### src/rtl/oric_mem_arbiter.sv
// Arbitrates ROM download, CPU RAM and CPU ROM byte accesses onto one toggle-handshake SDRAM port.
// Latency: request detection to mem_req toggle 1 cycle; ack match to rdata/valid 1 cycle.
// Backpressure: one SDRAM cycle in flight, one pending slot per requester (newer overwrites older).
// Optional: MEM_ARB_ROMCACHE_EN adds a one-word ROM read cache.
module oric_mem_arbiter #(
    parameter int ACK_TIMEOUT = 255
) (
    input  logic        clk_sys,
    input  logic        reset_n,
    input  logic        dl_en,
    input  logic        dl_wr,
    input  logic [16:0] dl_addr,
    input  logic [7:0]  dl_data,
    input  logic        ram_cs,
    input  logic        ram_oe,
    input  logic        ram_we,
    input  logic [15:0] ram_addr,
    input  logic [7:0]  ram_wdata,
    output logic [7:0]  ram_rdata,
    output logic        ram_valid,
    input  logic        rom_cs,
    input  logic        rom_ext_cs,
    input  logic        rom_sel,
    input  logic [15:0] rom_addr,
    output logic [7:0]  rom_rdata,
    output logic        rom_valid,
    output logic        mem_req,
    input  logic        mem_ack,
    output logic [15:0] mem_a,
    output logic [1:0]  mem_ds,
    output logic        mem_we,
    output logic [15:0] mem_d,
    input  logic [15:0] mem_q,
    output logic        busy,
    output logic        err
);
    typedef enum logic [1:0] {S_IDLE, S_WAIT, S_HALT} state_t;
    typedef enum logic [1:0] {SRC_DL, SRC_RAM, SRC_ROM} src_t;

    localparam int CW = $clog2(ACK_TIMEOUT + 1);
    localparam logic [CW-1:0] TMO_LAST = CW'(ACK_TIMEOUT - 1);

    state_t        state, state_nxt;
    src_t          cur_src, gnt_src;
    logic          cur_b0;
    logic [CW-1:0] wait_cnt;

    logic          ram_rd_q, ram_wr_q, rom_cs_q, rom_ext_q;
    logic [15:0]   ram_addr_q, rom_addr_q;

    logic          dl_pend, ram_pend, rom_pend;
    logic [16:0]   dl_addr_p, ram_addr_p, rom_addr_p;
    logic [7:0]    dl_data_p, ram_data_p;
    logic          ram_we_p;

    logic          grant, grant_dl, grant_ram, grant_rom, ack_done, tmo;
    logic [16:0]   gnt_addr;
    logic [7:0]    gnt_data;
    logic          gnt_we;
    logic          rom_hit;
    logic [7:0]    hit_byte;

    // Request detection: rising selects, or address change while a read select is held.
    logic ram_rd, ram_wr, ram_wr_rise, ram_det, rom_det, dl_det;
    logic [16:0] rom_map;
    assign ram_rd      = ram_cs & ram_oe;
    assign ram_wr      = ram_cs & ram_we;
    assign ram_wr_rise = ram_wr & ~ram_wr_q;
    assign ram_det = ~dl_en & ((ram_rd & ~ram_rd_q) | ram_wr_rise |
                               (ram_rd & (ram_addr != ram_addr_q)));
    assign rom_det = ~dl_en & ((rom_cs & ~rom_cs_q) | (rom_ext_cs & ~rom_ext_q) |
                               ((rom_cs | rom_ext_cs) & (rom_addr != rom_addr_q)));
    assign dl_det  = dl_en & dl_wr;
    assign rom_map = rom_ext_cs ? {4'b0100, rom_addr[12:0]} : {1'b0, rom_sel, rom_addr[13:0]};

    // A fresh detection bypasses its slot so it can be granted in the detection cycle.
    logic        dl_vld_e, ram_vld_e, rom_vld_e, ram_we_e;
    logic [16:0] dl_addr_e, ram_addr_e, rom_addr_e;
    logic [7:0]  dl_data_e, ram_data_e;
    assign dl_vld_e   = dl_pend | dl_det;
    assign dl_addr_e  = dl_det ? dl_addr : dl_addr_p;
    assign dl_data_e  = dl_det ? dl_data : dl_data_p;
    assign ram_vld_e  = ~dl_en & (ram_pend | ram_det);
    assign ram_addr_e = ram_det ? {1'b1, ram_addr} : ram_addr_p;
    assign ram_data_e = ram_det ? ram_wdata : ram_data_p;
    assign ram_we_e   = ram_det ? ram_wr_rise : ram_we_p;
    assign rom_vld_e  = ~dl_en & ~rom_hit & (rom_pend | rom_det);
    assign rom_addr_e = rom_det ? rom_map : rom_addr_p;

    assign busy = (state != S_IDLE) | dl_pend | ram_pend | rom_pend;

`ifdef MEM_ARB_ROMCACHE_EN
    logic        cache_vld;
    logic [15:0] cache_tag, cache_dat;
    assign rom_hit  = rom_det & cache_vld & (cache_tag == rom_map[16:1]);
    assign hit_byte = rom_map[0] ? cache_dat[15:8] : cache_dat[7:0];

    // Cache fills on every ROM read completion; any download write drops it.
    always_ff @(posedge clk_sys or negedge reset_n) begin
        if (!reset_n) begin
            cache_vld <= 1'b0;
            cache_tag <= '0;
            cache_dat <= '0;
        end else begin
            if (ack_done && !mem_we && cur_src == SRC_ROM) begin
                cache_vld <= 1'b1;
                cache_tag <= mem_a;
                cache_dat <= mem_q;
            end
            if (dl_det) cache_vld <= 1'b0;
        end
    end
`else
    assign rom_hit  = 1'b0;
    assign hit_byte = 8'h00;
`endif

    // State register.
    always_ff @(posedge clk_sys or negedge reset_n) begin
        if (!reset_n) state <= S_IDLE;
        else          state <= state_nxt;
    end

    // Next state, fixed-priority grant (download > RAM > ROM), completion and timeout.
    always_comb begin
        state_nxt = state;
        grant_dl  = 1'b0;
        grant_ram = 1'b0;
        grant_rom = 1'b0;
        ack_done  = 1'b0;
        tmo       = 1'b0;
        gnt_src   = SRC_DL;
        gnt_addr  = dl_addr_e;
        gnt_data  = dl_data_e;
        gnt_we    = 1'b1;
        case (state)
            S_IDLE: begin
                if (dl_vld_e) begin
                    grant_dl = 1'b1;
                end else if (ram_vld_e) begin
                    grant_ram = 1'b1;
                    gnt_src   = SRC_RAM;
                    gnt_addr  = ram_addr_e;
                    gnt_data  = ram_data_e;
                    gnt_we    = ram_we_e;
                end else if (rom_vld_e) begin
                    grant_rom = 1'b1;
                    gnt_src   = SRC_ROM;
                    gnt_addr  = rom_addr_e;
                    gnt_data  = 8'h00;
                    gnt_we    = 1'b0;
                end
                if (grant_dl | grant_ram | grant_rom) state_nxt = S_WAIT;
            end
            S_WAIT: begin
                if (mem_ack == mem_req) begin
                    ack_done  = 1'b1;
                    state_nxt = S_IDLE;
                end else if (wait_cnt == TMO_LAST) begin
                    tmo       = 1'b1;
                    state_nxt = S_HALT;
                end
            end
            default: state_nxt = S_HALT;
        endcase
    end
    assign grant = grant_dl | grant_ram | grant_rom;

    // Edge history and per-requester pending slots.
    always_ff @(posedge clk_sys or negedge reset_n) begin
        if (!reset_n) begin
            ram_rd_q   <= 1'b0;
            ram_wr_q   <= 1'b0;
            rom_cs_q   <= 1'b0;
            rom_ext_q  <= 1'b0;
            ram_addr_q <= '0;
            rom_addr_q <= '0;
            dl_pend    <= 1'b0;
            ram_pend   <= 1'b0;
            rom_pend   <= 1'b0;
            dl_addr_p  <= '0;
            dl_data_p  <= '0;
            ram_addr_p <= '0;
            ram_data_p <= '0;
            ram_we_p   <= 1'b0;
            rom_addr_p <= '0;
        end else begin
            ram_rd_q   <= ram_rd;
            ram_wr_q   <= ram_wr;
            rom_cs_q   <= rom_cs;
            rom_ext_q  <= rom_ext_cs;
            ram_addr_q <= ram_addr;
            rom_addr_q <= rom_addr;
            dl_pend    <= dl_vld_e & ~grant_dl;
            ram_pend   <= ram_vld_e & ~grant_ram;
            rom_pend   <= rom_vld_e & ~grant_rom;
            dl_addr_p  <= dl_addr_e;
            dl_data_p  <= dl_data_e;
            ram_addr_p <= ram_addr_e;
            ram_data_p <= ram_data_e;
            ram_we_p   <= ram_we_e;
            rom_addr_p <= rom_addr_e;
        end
    end

    // SDRAM command registers, wait counter, read-data return and sticky error.
    always_ff @(posedge clk_sys or negedge reset_n) begin
        if (!reset_n) begin
            mem_req   <= 1'b0;
            mem_a     <= '0;
            mem_ds    <= '0;
            mem_we    <= 1'b0;
            mem_d     <= '0;
            cur_src   <= SRC_DL;
            cur_b0    <= 1'b0;
            wait_cnt  <= '0;
            ram_rdata <= '0;
            ram_valid <= 1'b0;
            rom_rdata <= '0;
            rom_valid <= 1'b0;
            err       <= 1'b0;
        end else begin
            ram_valid <= 1'b0;
            rom_valid <= 1'b0;
            if (grant) begin
                mem_req  <= ~mem_req;
                mem_a    <= gnt_addr[16:1];
                mem_we   <= gnt_we;
                mem_d    <= {gnt_data, gnt_data};
                mem_ds   <= gnt_we ? (gnt_addr[0] ? 2'b10 : 2'b01) : 2'b11;
                cur_src  <= gnt_src;
                cur_b0   <= gnt_addr[0];
                wait_cnt <= '0;
            end else if (state == S_WAIT && !ack_done) begin
                wait_cnt <= wait_cnt + 1'b1;
            end
            if (ack_done && !mem_we) begin
                if (cur_src == SRC_RAM) begin
                    ram_rdata <= cur_b0 ? mem_q[15:8] : mem_q[7:0];
                    ram_valid <= 1'b1;
                end else if (cur_src == SRC_ROM) begin
                    rom_rdata <= cur_b0 ? mem_q[15:8] : mem_q[7:0];
                    rom_valid <= 1'b1;
                end
            end
            if (rom_hit) begin
                rom_rdata <= hit_byte;
                rom_valid <= 1'b1;
            end
            if (tmo) err <= 1'b1;
        end
    end
endmodule

### config.mk
export PLATFORM = sky130hd
export DESIGN_NAME = oric_mem_arbiter
export DESIGN_NICKNAME = d
export VERILOG_FILES = /design/src/rtl/oric_mem_arbiter.sv
export SDC_FILE = /design/constraint.sdc
export NUM_CORES = 1
export LEC_CHECK = 0
export CORE_UTILIZATION = 30
export CTS_CLUSTER_DIAMETER = 100
export DETAILED_ROUTE_END_ITERATION = 7
export HOLD_SLACK_MARGIN = 0.1
export PLACE_DENSITY_LB_ADDON = 0.08
export SYNTH_ARGS = -nofsm -noshare
export SYNTH_HDL_FRONTEND = slang
export SYNTH_SLANG_ARGS = --single-unit
### constraint.sdc
create_clock -name clk_sys -period 3.8 [get_ports clk_sys]
set_input_delay 0.38 -clock clk_sys [delete_from_list [all_inputs] [get_ports clk_sys]]
set_output_delay 0.38 -clock clk_sys [all_outputs]
set_load 0.02 [all_outputs]
# Yosys cells after proc, flatten, opt, wreduce, memory -nomap -nowiden
# Cells that the tools add are included.
# op_classes
addsub	1
bitwise_logic	41
reduce_logical	10
n_mux	54
eq_ne	9
# ops
cell	n
2-to-1 mux 17 bit	7
2-to-1 mux 8 bit	9
!= test 16 bit	2
2-to-1 mux 1 bit	27
2-to-1 mux 2 bit	9
AND 1 bit	16
2-to-1 mux 16 bit	1
bitwise OR 1 bit	15
inverter 1 bit	10
adder 8 x 1 -> 8 bit (second input constant)	1
== test 8 bit (second input constant)	1
== test 2 x 1 -> 1 bit (second input constant)	2
case mux 2 bit (2 select lines)	1
AND reduction 2 bit	2
nonzero test 2 bit	2
!= test 3 bit (second input constant)	1
AND reduction 3 bit	1
== test 2 bit (second input constant)	1
logical AND 1 bit	2
zero test 1 bit	2
zero test 2 bit	1
!= test 2 bit (second input constant)	1
== test 1 bit	1
# totals
elab_cells	144
output_inout_bits	56
input_bits	92
regBits	175

# Logic depth before layout (Yosys ltp)
# Gate-level depths: netlist of the first run.
# logic_depth
depth_word	14
depth_mapped	10

# Worst setup path after synthesis of the first run
# OpenSTA, ideal clock, no wires.
# synth_path
kind	input port to flip-flop
start	input ram_addr[4]
end	register mem_d[13]
required_ns	3.675
path_stages	9
path_slack_ns	1.198
arrival_ns	2.477
path_cell_list	inv_2 o2111ai_1 or4_4 buf_6 o21ai_4 buf_6 mux2_1 a32o_1 mux2_4
# synth_lines
element	line_no	source
start, declared	17	input logic [15:0] ram_addr,
!= test 16 bit	70	(ram_rd & (ram_addr != ram_addr_q)));
AND 1 bit	70	
bitwise OR 1 bit	69	assign ram_det = ~dl_en & ((ram_rd & ~ram_rd_q) | ram_wr_rise |
AND 1 bit	69	
2-to-1 mux 8 bit	85	assign ram_data_e = ram_det ? ram_wdata : ram_data_p;
via ram_data_e[5]	79	logic [7:0] dl_data_e, ram_data_e;
2-to-1 mux 8 bit	140	end else if (ram_vld_e) begin
2-to-1 mux 8 bit	138	if (dl_vld_e) begin
2-to-1 mux 8 bit	136	case (state)
end signal, assigned	229	mem_d <= {gnt_data, gnt_data};
end, declared	32	output logic [15:0] mem_d,
# The timed path passes the listed nets, and every way through them passes these cells. The select of a mux whose other input is x is not followed.
# A chain may end at the register's enable or synchronous reset.

# Worst setup path in the final report of the first run
# layout_path
start	input ram_addr[8]
end	register mem_d[13]
# layout_via
elab_chain_len	12
# layout_rtl
element	line_no	source
!= test 16 bit *	70	
AND 1 bit *	70	
bitwise OR 1 bit *	69	
AND 1 bit *	69	
bitwise OR 1 bit	83	assign ram_vld_e = ~dl_en & (ram_pend | ram_det);
AND 1 bit	83	
2-to-1 mux 1 bit	140	
2-to-1 mux 1 bit	138	
2-to-1 mux 1 bit (2 in series)	136	
bitwise OR 1 bit (2 in series)	167	assign grant = grant_dl | grant_ram | grant_rom;
# Mark *: on every way between the ends. The rest lies on a longest branch, timed or not. The select of a mux whose other input is x is not followed.

==> results of run 1 <==
cell families after synthesis:
family,Yosys count,share of synthesized area [%]
flip-flops,167,56.4
adder cells (fa/ha/maj),2,0.338
AO/OA/AOI/OAI,119,12.9
XOR/XNOR,38,4.49
AND/OR/NAND/NOR,161,10.7
multiplexers,75,11.1
buffers and inverters,60,4.05
worst max-delay path by stage:
stage,startpoint,end,cells past startpoint
6_report,ram_addr[8],mem_d[13],8
5_1_grt,ram_addr[8],mem_d[13],8
4_1_cts,ram_addr[8],mem_a[11],9
3_5_place_dp,rom_addr[3],mem_d[14],8
3_3_place_gp,ram_addr[8],mem_d[11],8
2_1_floorplan,ram_addr[4],mem_d[13],9
layout by cell type (no fill, tap or decap), types with 15 or more instances in the layout:
master,n
nand2b_1,15
nor2_1,25
mux2_2,45
o21ai_0,23
xor2_1,25
mux2i_1,25
clkdlybuf4s50_1,146
inv_1,23
nand2_1,64
clkbuf_16,17
dfrtp_1,167
power breakdown:
group          internal (mW)  leakage, nW  switching (mW)
Combinational           1.07         2.01            1.17
Sequential              2.18         2.02           0.266
Clock                  0.923        0.265           0.735
Total                   4.17         4.30            2.17
metrics by stage:
step | area [sq um] | utilization [%] | std cells
6_report | 9760 | 40.2 | 1102
5_1_grt | 9760 | 40.2 | 1102
4_1_cts | 9760 | 40.2 | 1102
3_5_place_dp | 9190 | 37.9 | 1071
3_3_place_gp | 9190 | 37.9 | 1071
2_1_floorplan | 7410 | - | 622
worst register-to-register path, cell delays in order, from the launching register on:
cell,delay [ns]
dfrtp_1,0.37
xor2_1,0.16
nor4_2,0.42
nand3_1,0.37
o22ai_2,0.52
nand2_2,0.25
a32o_1,0.32
mux2_4,0.25
synthesized netlist by cell type, types with 3 or more instances:
cell / n
nand3_1: 6
nor3_1: 3
and2_1: 9
a222oi_1: 6
nor4_1: 5
inv_1: 23
a21oi_1: 12
nor2b_1: 5
buf_2: 3
a32o_1: 8
mux2_2: 45
a311oi_1: 7
a31oi_1: 8
nor2_1: 25
clkbuf_1: 18
and3_1: 9
a211oi_1: 3
o221ai_1: 8
nand2b_1: 15
mux2i_1: 25
dfrtp_1: 167
o21ai_0: 23
o211a_1: 6
xnor2_1: 13
a22o_1: 7
nand4_1: 6
xor2_1: 25
mux2_1: 3
buf_6: 5
buf_4: 9
a21o_1: 9
nand2_1: 64
flip-flops by register name, summed over array words and instances (netlist names), 16 cells and up:
register,cells
ram_addr_q,16
mem_a,16
rom_addr_p,17
rom_addr_q,16
ram_addr_p,17
dl_addr_p,17
layout make-up:
type	instances	area share, %
clock buffers	18	4.50
repair buffers	161	16.3
flip-flops and latches	167	42.8
inverters	24	0.923
clock inverters	13	1.29
multi-input cells	395	30.0
well taps	324	4.15
routing by layer:
metal	routed length (um)	vias up	global-route usage, %
met5	0	-	0
met1	9210	2574	22.3
met4	134	0	3.67
met3	780	13	3.67
li1	-	2494	-
met2	9300	123	26.0
==> run_results.csv, run 1 <==
group,metric,value,unit
cts,cts_sinks,167,
cts,cts_max_level,4,
global_routing,grt_use_total,16.2,%
sta,tightest_slew,0.960,ns
floorplanning,core_region_area,24200,sq um
global_routing,grt_overflow,0,
sta,skew,0.0106,ns
place,dp_hpwl,14.3,mm
finish,seqCellArea,4180,sq um
global_routing,grt_pass1_vias,5454,
logic_synthesis,synth.area.top_cells,"dfrtp_1, mux2_2, mux2i_1",
place,dpl_worst_slack,0.494,ns
setup_path,crit_slowest_cell,"clkdlybuf4s50_1",
pwr,ir_drop,288,uV
setup_path,startpoint_type,"input port",
cts,numCtsBuffers,17,
floorplanning,die_w,159,um
route,vias,5204,
logic_synthesis,synth_edf_count,0,
place,port_buffers,147,
finish,num-nets-final,860,
setup_path,rr_startpoint,"ram_addr_q[3]",
floorplanning,pin_count,148,
sta,fmax,0.348,GHz
flow_run,maxCapViolCount,0,
sta,setup_viol,0,
setup_path,crit_chain,"clkdlybuf4s50_1, nor2b_1, a2111oi_4, nand3_1, o22ai_2, nand2_2, a32o_1, mux2_4",
sta,tns,0,ns
logic_synthesis,ys_seq_elements,167,
floorplanning,start_util,30.6,%
sta,fin_crit_sh,75.6,%
floorplanning,rows,57,
sta,finalMaxSlewViolations,0,
global_routing,grt_max_degree,98,
cts,cts_resized,0,
cts,cts_tree,"yes",
place,globalplace.congestion,0.791,
sta,rsz0062_at_grt,"false",
logic_synthesis,yosysWarnings,0,
setup_path,path_class,"input port to flip-flop",
sta,hold_slack,0.0607,ns
setup_path,crit_arrival,3.18,ns
pwr,p_total,6.34,mW
route,drc,0,
route,routedWlPerCell,17.6,um
route,routed_wl,19.4,mm
sta,hold_viol_final,0,
setup_path,r2r-end,"mem_d[13]",
sta,finalCriticalPeriod,2.87,ns
cts,cts_max_path_buffers,2,
finish,multiInputGateArea,2930,sq um
finish,area_growth,31.7,%
cts,holdBufCountCts,0,
logic_synthesis,yosysTopAreaCellShare,56.4,%
finish,n_fill_cell,2380,
setup_path,critPathMaxStageDelay,0.59,ns
cts,cts_setup_buffers,0,
logic_synthesis,ys_seq_area_share,56.4,%
logic_synthesis,yosysTopAreaCell,"dfrtp_1",
setup_path,reg2reg_depth,7,
setup_path,crit_path_end_kind,"flip-flop",
cts,cts_root_buf,"clkbuf_16",
route,viasPerCell,4.72,
setup_path,cp_top_family,"compound AO/OA/AOI/OAI gates",
logic_synthesis,synth_nets,716,
setup_path,worstPathMaxFanout,11,
min_path,min_path_type,"input port to asynchronous set/reset pin",
logic_synthesis,synthArstFlopShare,100,%
setup_path,cp.buffers_inverters,1,
cts,clk_pin_slew,0.06,ns
logic_synthesis,syn_inst,622,
finish,n_antenna_cell,0,
pwr,powerDensity,650,nW/um^2
logic_synthesis,synth_cell_types,67,
cts,clk_latency,0.42,ns
route,first_iter_violations,334,
global_routing,antenna_found_initial,0,
floorplanning,die_area,25300,sq um
setup_path,rrSetupSlack,1.03,ns
route,dr.pass1.iters,5,
sta,setup_ws,0.927,ns
route,postRouteAntennaNets,0,
logic_synthesis,syn_area_per_cell,11.9,sq um
pwr,p_leak,4.30,nW
sta,relSlewSlack,35.7,%
logic_synthesis,netlist_area,7410,sq um
setup_path,crit_required,4.11,ns
status,outcome,"finished clean",
finish,drive_gt1_share,14.1,%
logic_synthesis,synth_flop_cell,"dfrtp_1",
global_routing,grt_pass1_wl,31.5,mm
floorplanning,die_h,159,um
Power figures use the tool's default switching activity.
==> inputs of run 2 (changes only) <==
Clock period 3.8 ns to 2.5 ns, I/O delays scaled along.
==> run_results.csv, run 2 (synthesis results as in run 1) <==
group,metric,value,unit
status,outcome,"finished clean",
sta,setup_ws,0.00223,ns
min_path,min_path_type,"input port to flip-flop",
global_routing,grt_pass1_vias,5819,
finish,n_antenna_cell,0,
sta,rsz0062_at_grt,"true",
pwr,powerDensity,970,nW/um^2
cts,cts_max_level,4,
route,routedWlPerCell,17.4,um
sta,fmax,0.400,GHz
floorplanning,die_h,159,um
floorplanning,rows,57,
floorplanning,die_w,159,um
global_routing,grt_overflow,0,
sta,fin_crit_sh,99.9,%
setup_path,crit_arrival,2.80,ns
sta,finalMaxSlewViolations,0,
finish,instances_no_fill,1190,
setup_path,crit_path_end_kind,"flip-flop",
pwr,sw_frac_of_total,32.7,%
floorplanning,pin_count,148,
route,drc,0,
route,dr.pass1.iters,8,
finish,drive_gt1_share,25.4,%
cts,cts_tree,"yes",
place,post-place-cells,1151,
pwr,internal-power,7.00,mW
global_routing,grt_use_total,16.8,%
cts,cts_max_path_buffers,2,
place,dpl_worst_slack,-0.471,ns
finish,n_fill_cell,2322,
global_routing,grt_pass1_wl,32.9,mm
flow_run,maxCapViolCount,0,
cts,cts_sinks,167,
setup_path,startpoint_type,"flip-flop",
global_routing,grt_max_degree,66,
sta,relSlewSlack,49.1,%
finish,largestRegisters,"dl_addr_p x17, ram_addr_p x17, rom_addr_p x17",
pwr,p_total,10.4,mW
cts,clk_pin_slew,0.06,ns
route,routed_wl,20.7,mm
cts,clk_latency,0.42,ns
route,postRouteAntennaNets,0,
sta,finalCriticalPeriod,2.50,ns
floorplanning,core_region_area,24200,sq um
place,globalplace.congestion,0.808,
route,vias,5612,
place,port_buffers,147,
pwr,power.share.sequential,35.8,%
pwr,p_leak,4.85,nW
pwr,combPwrFrac,37.4,%
global_routing,antenna_found_initial,0,
cts,numCtsBuffers,17,
pwr,ir_drop,419,uV
setup_path,worstPathMaxFanout,8,
setup_path,path_class,"flip-flop to flip-flop",
sta,hold_viol_final,0,
sta,skew,0.00784,ns
pwr,clockPowerShare,26.8,%
cts,cts_root_buf,"clkbuf_16",
floorplanning,start_util,30.6,%
sta,tightest_slew,0.761,ns
floorplanning,die_area,25300,sq um
route,first_iter_violations,307,
pwr,switchingPower,3.40,mW
finish,num-nets-final,948,
setup_path,crit_required,2.81,ns
finish,seqCellArea,4180,sq um
route,viasPerCell,4.72,
sta,hold_slack,0.328,ns
place,dp_hpwl,15.4,mm
finish,layout_common_cells,"dfrtp_1, clkdlybuf4s50_1, buf_4",
finish,final_common_cell,"dfrtp_1",
finish,area_growth,44.7,%
finish,multiInputGateArea,3120,sq um
sta,tns,0,ns
sta,setup_viol,0,
run 2: path summary, 6_finish.rpt:
kind / start / endpoint / slack [ns] / cells after the start
worst min-delay path: rom_addr[14] / rom_addr_q[14] / 0.33 / 1
worst min register to register: ram_addr_p[16] / ram_addr_p[16] / 0.46 / 2
min in group asynchronous: reset_n / rom_addr_q[14] / 0.42 / 2
worst max register to register: ram_addr_q[10] / mem_d[10] / 0.002 / 8
worst max-delay path: ram_addr_q[10] / mem_d[10] / 0.002 / 8
max in group asynchronous: reset_n / mem_d[14] / 1.26 / 3
run 2: metal layers:
layer  wire [um]  share of wire [%]  track usage, %
met5           0                  0               0
met4         274                1.3            5.24
met3         690                3.3            3.05
met2       10000                 48            27.5
met1        9740                 47            22.6
run 2: layout make-up:
type	instances	share of cell area, %
Clock buffer	20	4.26
Clock inverter	11	1.61
Inverter	24	0.840
Multi-Input combinational cell	397	29.1
Sequential cell	167	39.0
Tap cell	324	3.78
Timing Repair Buffer	247	21.4
run 2: per-stage QoR:
step	utilization (%)	area (sq um)
4_1_cts	43.4	10500
5_1_grt	44.2	10700
2_1_floorplan	-	7420
3_5_place_dp	40.6	9840
6_report	44.2	10700
3_3_place_gp	40.6	9840
run 2: timing repair:
action	CTS	global route
resized for setup	7	30
hold buffers	1	0
buffers inserted	0	5
hold endpoints to repair	61	0
endpoints found under the setup margin	28	29
pin swaps	1	5
cloned	0	2
run 2: critical path: stages (launching register included):
cell and delay (ns):
dfrtp_1 0.39, xnor2_2 0.20, nand4_1 0.16, or4_4 0.49, o21ai_4 0.18, buf_12 0.15, mux2_2 0.34, a32o_1 0.21
mux2_2 0.25
run 2: power by group through the flow:
stage | Clock (mW) | Sequential [mW] | Combinational, mW
final | 2.79 | 3.73 | 3.89
after floorplan | 0 | 4.06 | 1.69
after global placement | 0 | 3.76 | 3.70
after global routing | 3.00 | 3.80 | 4.18
after detailed placement | 0 | 3.78 | 3.76
after CTS | 2.88 | 3.74 | 3.79
